[config.mk]
export PLATFORM = sky130hd
export DESIGN_NAME = spi_flash_responder_flat
export DESIGN_NICKNAME = d
export VERILOG_FILES = /design/src/rtl/spi_flash_responder_if.sv /design/src/rtl/spi_flash_responder.sv /design/src/flat_wrapper.sv
export SDC_FILE = /design/constraint.sdc
export NUM_CORES = 1
export LEC_CHECK = 0
export CAP_MARGIN = 20
export CELL_PAD_IN_SITES_DETAIL_PLACEMENT = 0
export CELL_PAD_IN_SITES_GLOBAL_PLACEMENT = 1
export CORE_UTILIZATION = 49
export CTS_BUF_LIST = sky130_fd_sc_hd__clkbuf_4 sky130_fd_sc_hd__clkbuf_8
export CTS_CLUSTER_DIAMETER = 200
export DETAILED_ROUTE_END_ITERATION = 8
export GPL_TIMING_DRIVEN = 1
export PLACE_DENSITY_LB_ADDON = 0.15
export SYNTH_ARGS = -nofsm -noshare
export SYNTH_HDL_FRONTEND = slang
export SYNTH_SLANG_ARGS = --single-unit
[constraint.sdc]
create_clock -name clk -period 5.9 [get_ports clk]
set_clock_uncertainty 0.05 [all_clocks]
set_input_delay 0.885 -clock clk [delete_from_list [all_inputs] [get_ports clk]]
set_output_delay 0.885 -clock clk [all_outputs]
set_load 0.05 [all_outputs]
[src/rtl/spi_flash_responder_if.sv]
// SPI flash pins plus the synchronous memory read port of spi_flash_responder.
// master = controller/memory side, slave = responder side.
`timescale 1ns/1ps
interface spi_flash_responder_if #(
    parameter int unsigned ADDR_W = 16
);
    logic              spi_csb;
    logic              spi_clk;
    logic              spi_mosi;
    logic              spi_miso;
    logic              spi_miso_oe;
    logic              mem_rd;
    logic [ADDR_W-1:0] mem_addr;
    logic [7:0]        mem_rdata;
    logic              busy;

    modport master (
        output spi_csb, spi_clk, spi_mosi, mem_rdata,
        input  spi_miso, spi_miso_oe, mem_rd, mem_addr, busy
    );

    modport slave (
        input  spi_csb, spi_clk, spi_mosi, mem_rdata,
        output spi_miso, spi_miso_oe, mem_rd, mem_addr, busy
    );
endinterface

[src/rtl/spi_flash_responder.sv]
// Device side of a single-bit SPI flash link: oversamples the SPI pins in the clk
// domain, serves READ (0x03) from a synchronous memory port and JEDEC ID (0x9F).
`timescale 1ns/1ps
module spi_flash_responder #(
    parameter int unsigned ADDR_W   = 16,
    parameter logic [23:0] JEDEC_ID = 24'hEF4018
) (
    input  logic                 clk,
    input  logic                 resetn,
    spi_flash_responder_if.slave bus
);
    typedef enum logic [2:0] {
        IDLE,
        CMD,
        ADDR,
        DATA,
        ID,
        IGNORE
    } state_t;

    state_t state, state_next;

    logic              csb_s1, csb_s2;
    logic              sclk_s1, sclk_s2, sclk_prev;
    logic              mosi_s1, mosi_s2;
    logic              rise, fall;
    logic              armed;
    logic [4:0]        bit_cnt;
    logic [2:0]        out_cnt;
    logic [7:0]        cmd_sr;
    logic [7:0]        cmd_next;
    logic [23:0]       addr;
    logic [23:0]       addr_shift;
    logic [23:0]       addr_inc;
    logic [7:0]        out_sr;
    logic [1:0]        id_idx;
    logic [7:0]        id_byte;
    logic              miso_q;
    logic              oe_q;
    logic              mem_rd_q;
    logic              load_q;
    logic [ADDR_W-1:0] mem_addr_q;

    assign rise       = sclk_s2 & ~sclk_prev & ~csb_s2;
    assign fall       = ~sclk_s2 & sclk_prev & ~csb_s2;
    assign cmd_next   = {cmd_sr[6:0], mosi_s2};
    assign addr_shift = {addr[22:0], mosi_s2};
    assign addr_inc   = addr + 24'd1;

    assign bus.spi_miso    = miso_q;
    assign bus.spi_miso_oe = oe_q;
    assign bus.mem_rd      = mem_rd_q;
    assign bus.mem_addr    = mem_addr_q;
    assign bus.busy        = (state != IDLE);

    always_comb begin
        id_byte = 8'hFF;
        case (id_idx)
            2'd1:    id_byte = JEDEC_ID[15:8];
            2'd2:    id_byte = JEDEC_ID[7:0];
            default: id_byte = 8'hFF;
        endcase
    end

    always_ff @(posedge clk) begin
        if (!resetn) state <= IDLE;
        else         state <= state_next;
    end

    always_comb begin
        state_next = state;
        if (csb_s2) begin
            state_next = IDLE;
        end else begin
            case (state)
                IDLE: if (armed) state_next = CMD;
                CMD: begin
                    if (rise && bit_cnt == 5'd7) begin
                        case (cmd_next)
                            8'h03:   state_next = ADDR;
                            8'h9F:   state_next = ID;
                            default: state_next = IGNORE;
                        endcase
                    end
                end
                ADDR:    if (load_q) state_next = DATA;
                default: state_next = state;
            endcase
        end
    end

    always_ff @(posedge clk) begin
        if (!resetn) begin
            csb_s1     <= 1'b0;
            csb_s2     <= 1'b0;
            sclk_s1    <= 1'b0;
            sclk_s2    <= 1'b0;
            sclk_prev  <= 1'b0;
            mosi_s1    <= 1'b0;
            mosi_s2    <= 1'b0;
            armed      <= 1'b0;
            bit_cnt    <= '0;
            out_cnt    <= '0;
            cmd_sr     <= '0;
            addr       <= '0;
            out_sr     <= '0;
            id_idx     <= '0;
            miso_q     <= 1'b0;
            oe_q       <= 1'b0;
            mem_rd_q   <= 1'b0;
            load_q     <= 1'b0;
            mem_addr_q <= '0;
        end else begin
            csb_s1    <= bus.spi_csb;
            csb_s2    <= csb_s1;
            sclk_s1   <= bus.spi_clk;
            sclk_s2   <= sclk_s1;
            sclk_prev <= sclk_s2;
            mosi_s1   <= bus.spi_mosi;
            mosi_s2   <= mosi_s1;
            mem_rd_q  <= 1'b0;
            // a read already on the bus is dropped here if csb went high meanwhile
            load_q    <= mem_rd_q & ~csb_s2;

            if (csb_s2) begin
                // armed only after csb seen high, so a reset mid-transaction never resumes it
                armed   <= 1'b1;
                oe_q    <= 1'b0;
                miso_q  <= 1'b0;
                bit_cnt <= '0;
                out_cnt <= '0;
            end else begin
                case (state)
                    IDLE: begin
                        bit_cnt <= '0;
                        out_cnt <= '0;
                    end
                    CMD: begin
                        if (rise) begin
                            cmd_sr  <= cmd_next;
                            bit_cnt <= bit_cnt + 5'd1;
                            if (bit_cnt == 5'd7) begin
                                bit_cnt <= '0;
                                if (cmd_next == 8'h9F) begin
                                    out_sr  <= JEDEC_ID[23:16];
                                    id_idx  <= 2'd1;
                                    out_cnt <= '0;
                                    oe_q    <= 1'b1;
                                end
                            end
                        end
                    end
                    ADDR: begin
                        if (rise) begin
                            addr    <= addr_shift;
                            bit_cnt <= bit_cnt + 5'd1;
                            if (bit_cnt == 5'd23) begin
                                mem_rd_q   <= 1'b1;
                                mem_addr_q <= addr_shift[ADDR_W-1:0];
                            end
                        end
                        if (load_q) begin
                            out_sr  <= bus.mem_rdata;
                            out_cnt <= '0;
                            oe_q    <= 1'b1;
                        end
                    end
                    DATA: begin
                        if (fall) begin
                            miso_q  <= out_sr[7];
                            out_sr  <= {out_sr[6:0], 1'b0};
                            out_cnt <= out_cnt + 3'd1;
                            // prefetch the next byte while its predecessor's last bit is on the wire
                            if (out_cnt == 3'd7) begin
                                addr       <= addr_inc;
                                mem_rd_q   <= 1'b1;
                                mem_addr_q <= addr_inc[ADDR_W-1:0];
                            end
                        end
                        if (load_q) out_sr <= bus.mem_rdata;
                    end
                    ID: begin
                        if (fall) begin
                            miso_q  <= out_sr[7];
                            out_cnt <= out_cnt + 3'd1;
                            if (out_cnt == 3'd7) begin
                                out_sr <= id_byte;
                                if (id_idx != 2'd3) id_idx <= id_idx + 2'd1;
                            end else begin
                                out_sr <= {out_sr[6:0], 1'b0};
                            end
                        end
                    end
                    default: begin
                        oe_q <= 1'b0;
                    end
                endcase
            end
        end
    end
endmodule

[src/flat_wrapper.sv]
// flat-port wrapper written by rule: the top's interface ports become plain ports
module spi_flash_responder_flat 
#(
    parameter int unsigned ADDR_W   = 16,
    parameter logic [23:0] JEDEC_ID = 24'hEF4018
)
  (clk, resetn, bus_spi_csb, bus_spi_clk, bus_spi_mosi, bus_mem_rdata, bus_spi_miso, bus_spi_miso_oe, bus_mem_rd, bus_mem_addr, bus_busy);
  spi_flash_responder_if #(.ADDR_W(ADDR_W)) bus_i ();
  input  logic clk;
  input  logic resetn;
  input wire logic [$bits(bus_i.spi_csb)-1:0] bus_spi_csb;
  input wire logic [$bits(bus_i.spi_clk)-1:0] bus_spi_clk;
  input wire logic [$bits(bus_i.spi_mosi)-1:0] bus_spi_mosi;
  input wire logic [$bits(bus_i.mem_rdata)-1:0] bus_mem_rdata;
  output wire logic [$bits(bus_i.spi_miso)-1:0] bus_spi_miso;
  output wire logic [$bits(bus_i.spi_miso_oe)-1:0] bus_spi_miso_oe;
  output wire logic [$bits(bus_i.mem_rd)-1:0] bus_mem_rd;
  output wire logic [$bits(bus_i.mem_addr)-1:0] bus_mem_addr;
  output wire logic [$bits(bus_i.busy)-1:0] bus_busy;
  assign bus_i.spi_csb = bus_spi_csb;
  assign bus_i.spi_clk = bus_spi_clk;
  assign bus_i.spi_mosi = bus_spi_mosi;
  assign bus_i.mem_rdata = bus_mem_rdata;
  assign bus_spi_miso = bus_i.spi_miso;
  assign bus_spi_miso_oe = bus_i.spi_miso_oe;
  assign bus_mem_rd = bus_i.mem_rd;
  assign bus_mem_addr = bus_i.mem_addr;
  assign bus_busy = bus_i.busy;
  spi_flash_responder #(.ADDR_W(ADDR_W), .JEDEC_ID(JEDEC_ID)) u_core (.clk(clk), .resetn(resetn), .bus(bus_i));
endmodule
After elaboration in Yosys (flattened, before gate mapping)
Cells that the tools add are included.

Add/subtract/negate cells: 4. Muxes and demuxes: 51. $mul: 0. Divide/modulo/power cells: 0. Order comparisons: 0. Bitwise logic cells: 10. Reductions and logical operators: 21. Equality and inequality tests: 27. Shift-type cells: 0.

Operators with widths (count): $mux 24 (3); $mux 16 (4); $mux 8 (8); $pmux 24 s2 (1); $pmux 16 s2 (1); $pmux 8 s4 (1); $ne 2x1->1 const B (14); $add 24x1->24 const B (1); $mux 3 (8); $pmux 8 s2 (1); $reduce_and 8->1 (2); $mux 5 (3); $pmux 5 s3 (1); $mux 2 (6); $pmux 3 s4 (1); $reduce_and 6->1 (2); $reduce_and 5->1 (2); $pmux 3 s3 (1); $eq 8x2->1 const B (1); $eq 8x8->1 const B (1); $mux 1 (8); $reduce_bool 4->1 (2); $eq 3x2->1 const B (2); $eq 3x3->1 const B (2); other kinds (25) (37).

Memory bits (writable): 0. Bits in latches: 0. Output and inout port bits: 20. Word-level logic and storage cells: 133. Memory bits (read-only): 0. Memories kept: 0. Register bits: 80. Bits of input ports: 13.

Logic depth before layout (Yosys ltp)
Word-level depth: 6. Mapped depth: 10. Mapped depth without buffers: 7.

Worst setup path before layout
No wires, ideal clock.

Path kind: register -> output. Start: reg u_core.state[2]. End: out bus_busy. Arrival time: 1.252 ns. Data required time: 4.965 ns. Stages on the path, launching flop included: 4. Setup slack: 3.713 ns. Buffers on the path: 2. Cell sequence: dfxtp_1 -> buf_2 -> clkbuf_1 -> or3_1.

Longest elaborated chain between the ends: 1.

Ends and longest elaborated chain: start, declared (RTL line spi_flash_responder.sv:21) `state_t state, state_next;`; start signal, assigned (RTL line spi_flash_responder.sv:67) `else state <= state_next;`; $reduce_bool 3->1 (RTL line spi_flash_responder.sv:54) `assign bus.busy = (state != IDLE);`; end, declared (RTL line flat_wrapper.sv:19) `output wire logic [$bits(bus_i.busy)-1:0] bus_busy;`.

No other way between the ends.

Worst setup path after layout
Same ends and word-level chain as after synthesis.

==> metrics.yaml <==
grt_first_pass_wirelength_um: 13960
clk_path_buf_depth: 2
firstDrtPassIters: 4
switchingPower_mw: 0.2107
synth_flop_cell: "dfxtp_1"
grt_pass1_vias: 2860
fin_tns_setup_ns: 0
hold_buffers: 0
insertion_delay_ns: 0.34
status: "finished clean"
first_iter_violations: 178
num_vias: 3195
layout_commonest_cell: "dfxtp_1"
slew_headroom_pct: 32.75
cp.depth: 2
tightest_slew_ns: 1.003
dieArea_um2: 7925
core_um2: 7292
synth_edf_count: 0
rr_worst_depth: 7
n_antenna_cell: 0
areaGrowthSynthToFinish_pct: 13.65
powerDensity_nw_per_um2: 224.4
slowest_stage: "clkdlybuf4s50_1"
nNetsFinal: 471
synthCells: 441
grt_max_degree: 39
synth_area_um2: 3711
start_util_pct: 50.89
antenna_left: 0
layout_common_cells: "72 x dfxtp_1, 42 x nand2_1, 41 x nor2_1"
dieWidth_um: 89.03
seq_power_share_pct: 52.1
crit_path_start_kind: "flip-flop"
crit_fanout: 21
io_pins: 33
viasPerCell: 5.757
switching_share_pct: 22.26
grt_setup_unrepaired: "no"
worstPathArrival_ns: 2.15
drc: 0
cts_resized: 0
synth.distinct_cells: 65
vdd_drop_max_mv: 0.1285
num_rows: 31
die_h_um: 89.03
yosysSeqAreaShare_pct: 38.84
cts_tree: "yes"
layout-drive-gt1-share_pct: 7.237
hold_viol_final: 0
drv_slew: 0
internal_power_mw: 0.7359
cts_setup_buffers: 0
numCtsBuffers: 9
crit_chain: "or3_1 -> clkdlybuf4s50_1"
gp_congestion: 0.7871
critical_path.top_delay_family: "buffers and inverters"
placed_area_um2: 3994
globalRouteTotalUtil_pct: 23.03
async_flop_share_pct: 0
wl_per_cell_um: 15.49
clkPwrFrac_pct: 43.9
setup_viol: 0
stdcell_area_um2: 4218
ys_ff_latch: 72
path_clk_slew_ns: 0.08
max_freq_ghz: 0.3244
crit_type: "flip-flop to primary output"
finalCriticalPeriod_ns: 3.082
leakagePower_nw: 1.476
h-tree-depth: 3
dp.final_hpwl_um: 5853
hold_path_class: "flip-flop to flip-flop"
worst_hold_path.num_cells: 1
root_buffer: "clkbuf_8"
overflow: 0
cp-end-kind: "primary output"
p_comb_share_pct: 4.0
cp_slowest_stage_delay_ns: 0.80
timing.final.crit_share_pct: 52.24
max_cap_viol_count: 0
power_mw: 0.9466
yosysWarnings: 0
totalWireLength_um: 8597
crit_required_ns: 4.97
cts_sinks: 72
synth.avg_cell_area_um2: 8.415
crit_buf_inv: 1
synth_nets: 461
antenna_found_initial: 0
io_buffer_count: 32
final cells by class:
| cell class | count | area [µm²] |
|---|---|---|
| clock buffers | 12 | 165.2 |
| clock inverters | 4 | 51.30 |
| fillers | 697 | 3074 |
| inverters | 8 | 30.03 |
| multi-input cells | 326 | 2071 |
| flip-flops and latches | 72 | 1441 |
| well taps | 99 | 123.9 |
| repair buffers | 34 | 335.3 |
worst paths after layout:
path                     start                     end  slack (ns)
min              u_core.csb_s1           u_core.csb_s2        0.39
max reg2reg  u_core.out_cnt[0]  u_core.bus.mem_addr[5]        3.26
min reg2reg      u_core.csb_s1           u_core.csb_s2        0.39
max            u_core.state[2]                bus_busy        2.82
registers in the layout (all words and copies together), names as in the netlist, 2 cells and up:
register	flops
u_core.addr	16
u_core.bit_cnt	5
u_core.bus.mem_addr	16
u_core.cmd_sr	7
u_core.id_idx	2
u_core.out_cnt	3
u_core.out_sr	8
u_core.state	3
logic make-up (layout without fill, tap and decap cells):
group / Yosys count / count (layout) / share of synthesized area [%]
flip-flops: 72 / 72 / 38.84
multiplexers: 18 / 18 / 4.889
buffers and inverters: 43 / 58 / 5.360
AND/OR/NAND/NOR: 175 / 175 / 24.82
XOR/XNOR: 5 / 5 / 1.180
AO/OA/AOI/OAI: 120 / 120 / 22.25
adder cells (fa/ha/maj): 8 / 8 / 2.663
routing by layer:
layer | global-route usage, % | share of wire (%) | up-vias
li1 | - | - | 1637
met1 | 28.48 | 44 | 1484
met2 | 40.07 | 50 | 72
met3 | 6.187 | 5.1 | 2
met4 | 5.483 | 0.42 | 0
met5 | 0 | 0 | -
per-stage QoR:
step	cells	utilization [%]	setup WS, ns	hold WS (ns)
floorplan	441	-	3.713	0.3619
global placement	538	54.77	2.949	0.3663
detailed placement	538	54.77	2.929	0.3745
CTS	554	57.74	2.800	0.3920
global route	555	57.84	2.707	0.4082
finish	555	57.84	2.818	0.3911
cell usage after synthesis, drive strengths merged (8+ instances only):
master | count | area share [%]
dfxtp | 72 | 39
nand2 | 42 | 4.2
nor2 | 41 | 4.1
a21oi | 33 | 4.6
o21ai | 28 | 3.9
buf | 23 | 3.3
nand3 | 22 | 3.1
mux2i | 17 | 4.6
clkbuf | 12 | 1.2
nor3 | 12 | 2.0
nand2b | 11 | 1.9
and2 | 9 | 1.5
inv | 8 | 0.81
o221a | 8 | 2.4
power by group through the flow:
stage	registers (mW)	clock network [mW]	logic (mW)
2_1_floorplan	0.503	0	0.0252
6_report	0.494	0.415	0.0377
4_1_cts	0.493	0.424	0.0379
5_1_grt	0.494	0.449	0.0412
3_5_place_dp	0.505	0	0.0379
3_3_place_gp	0.505	0	0.0376
(Power assumes the default switching activity.)
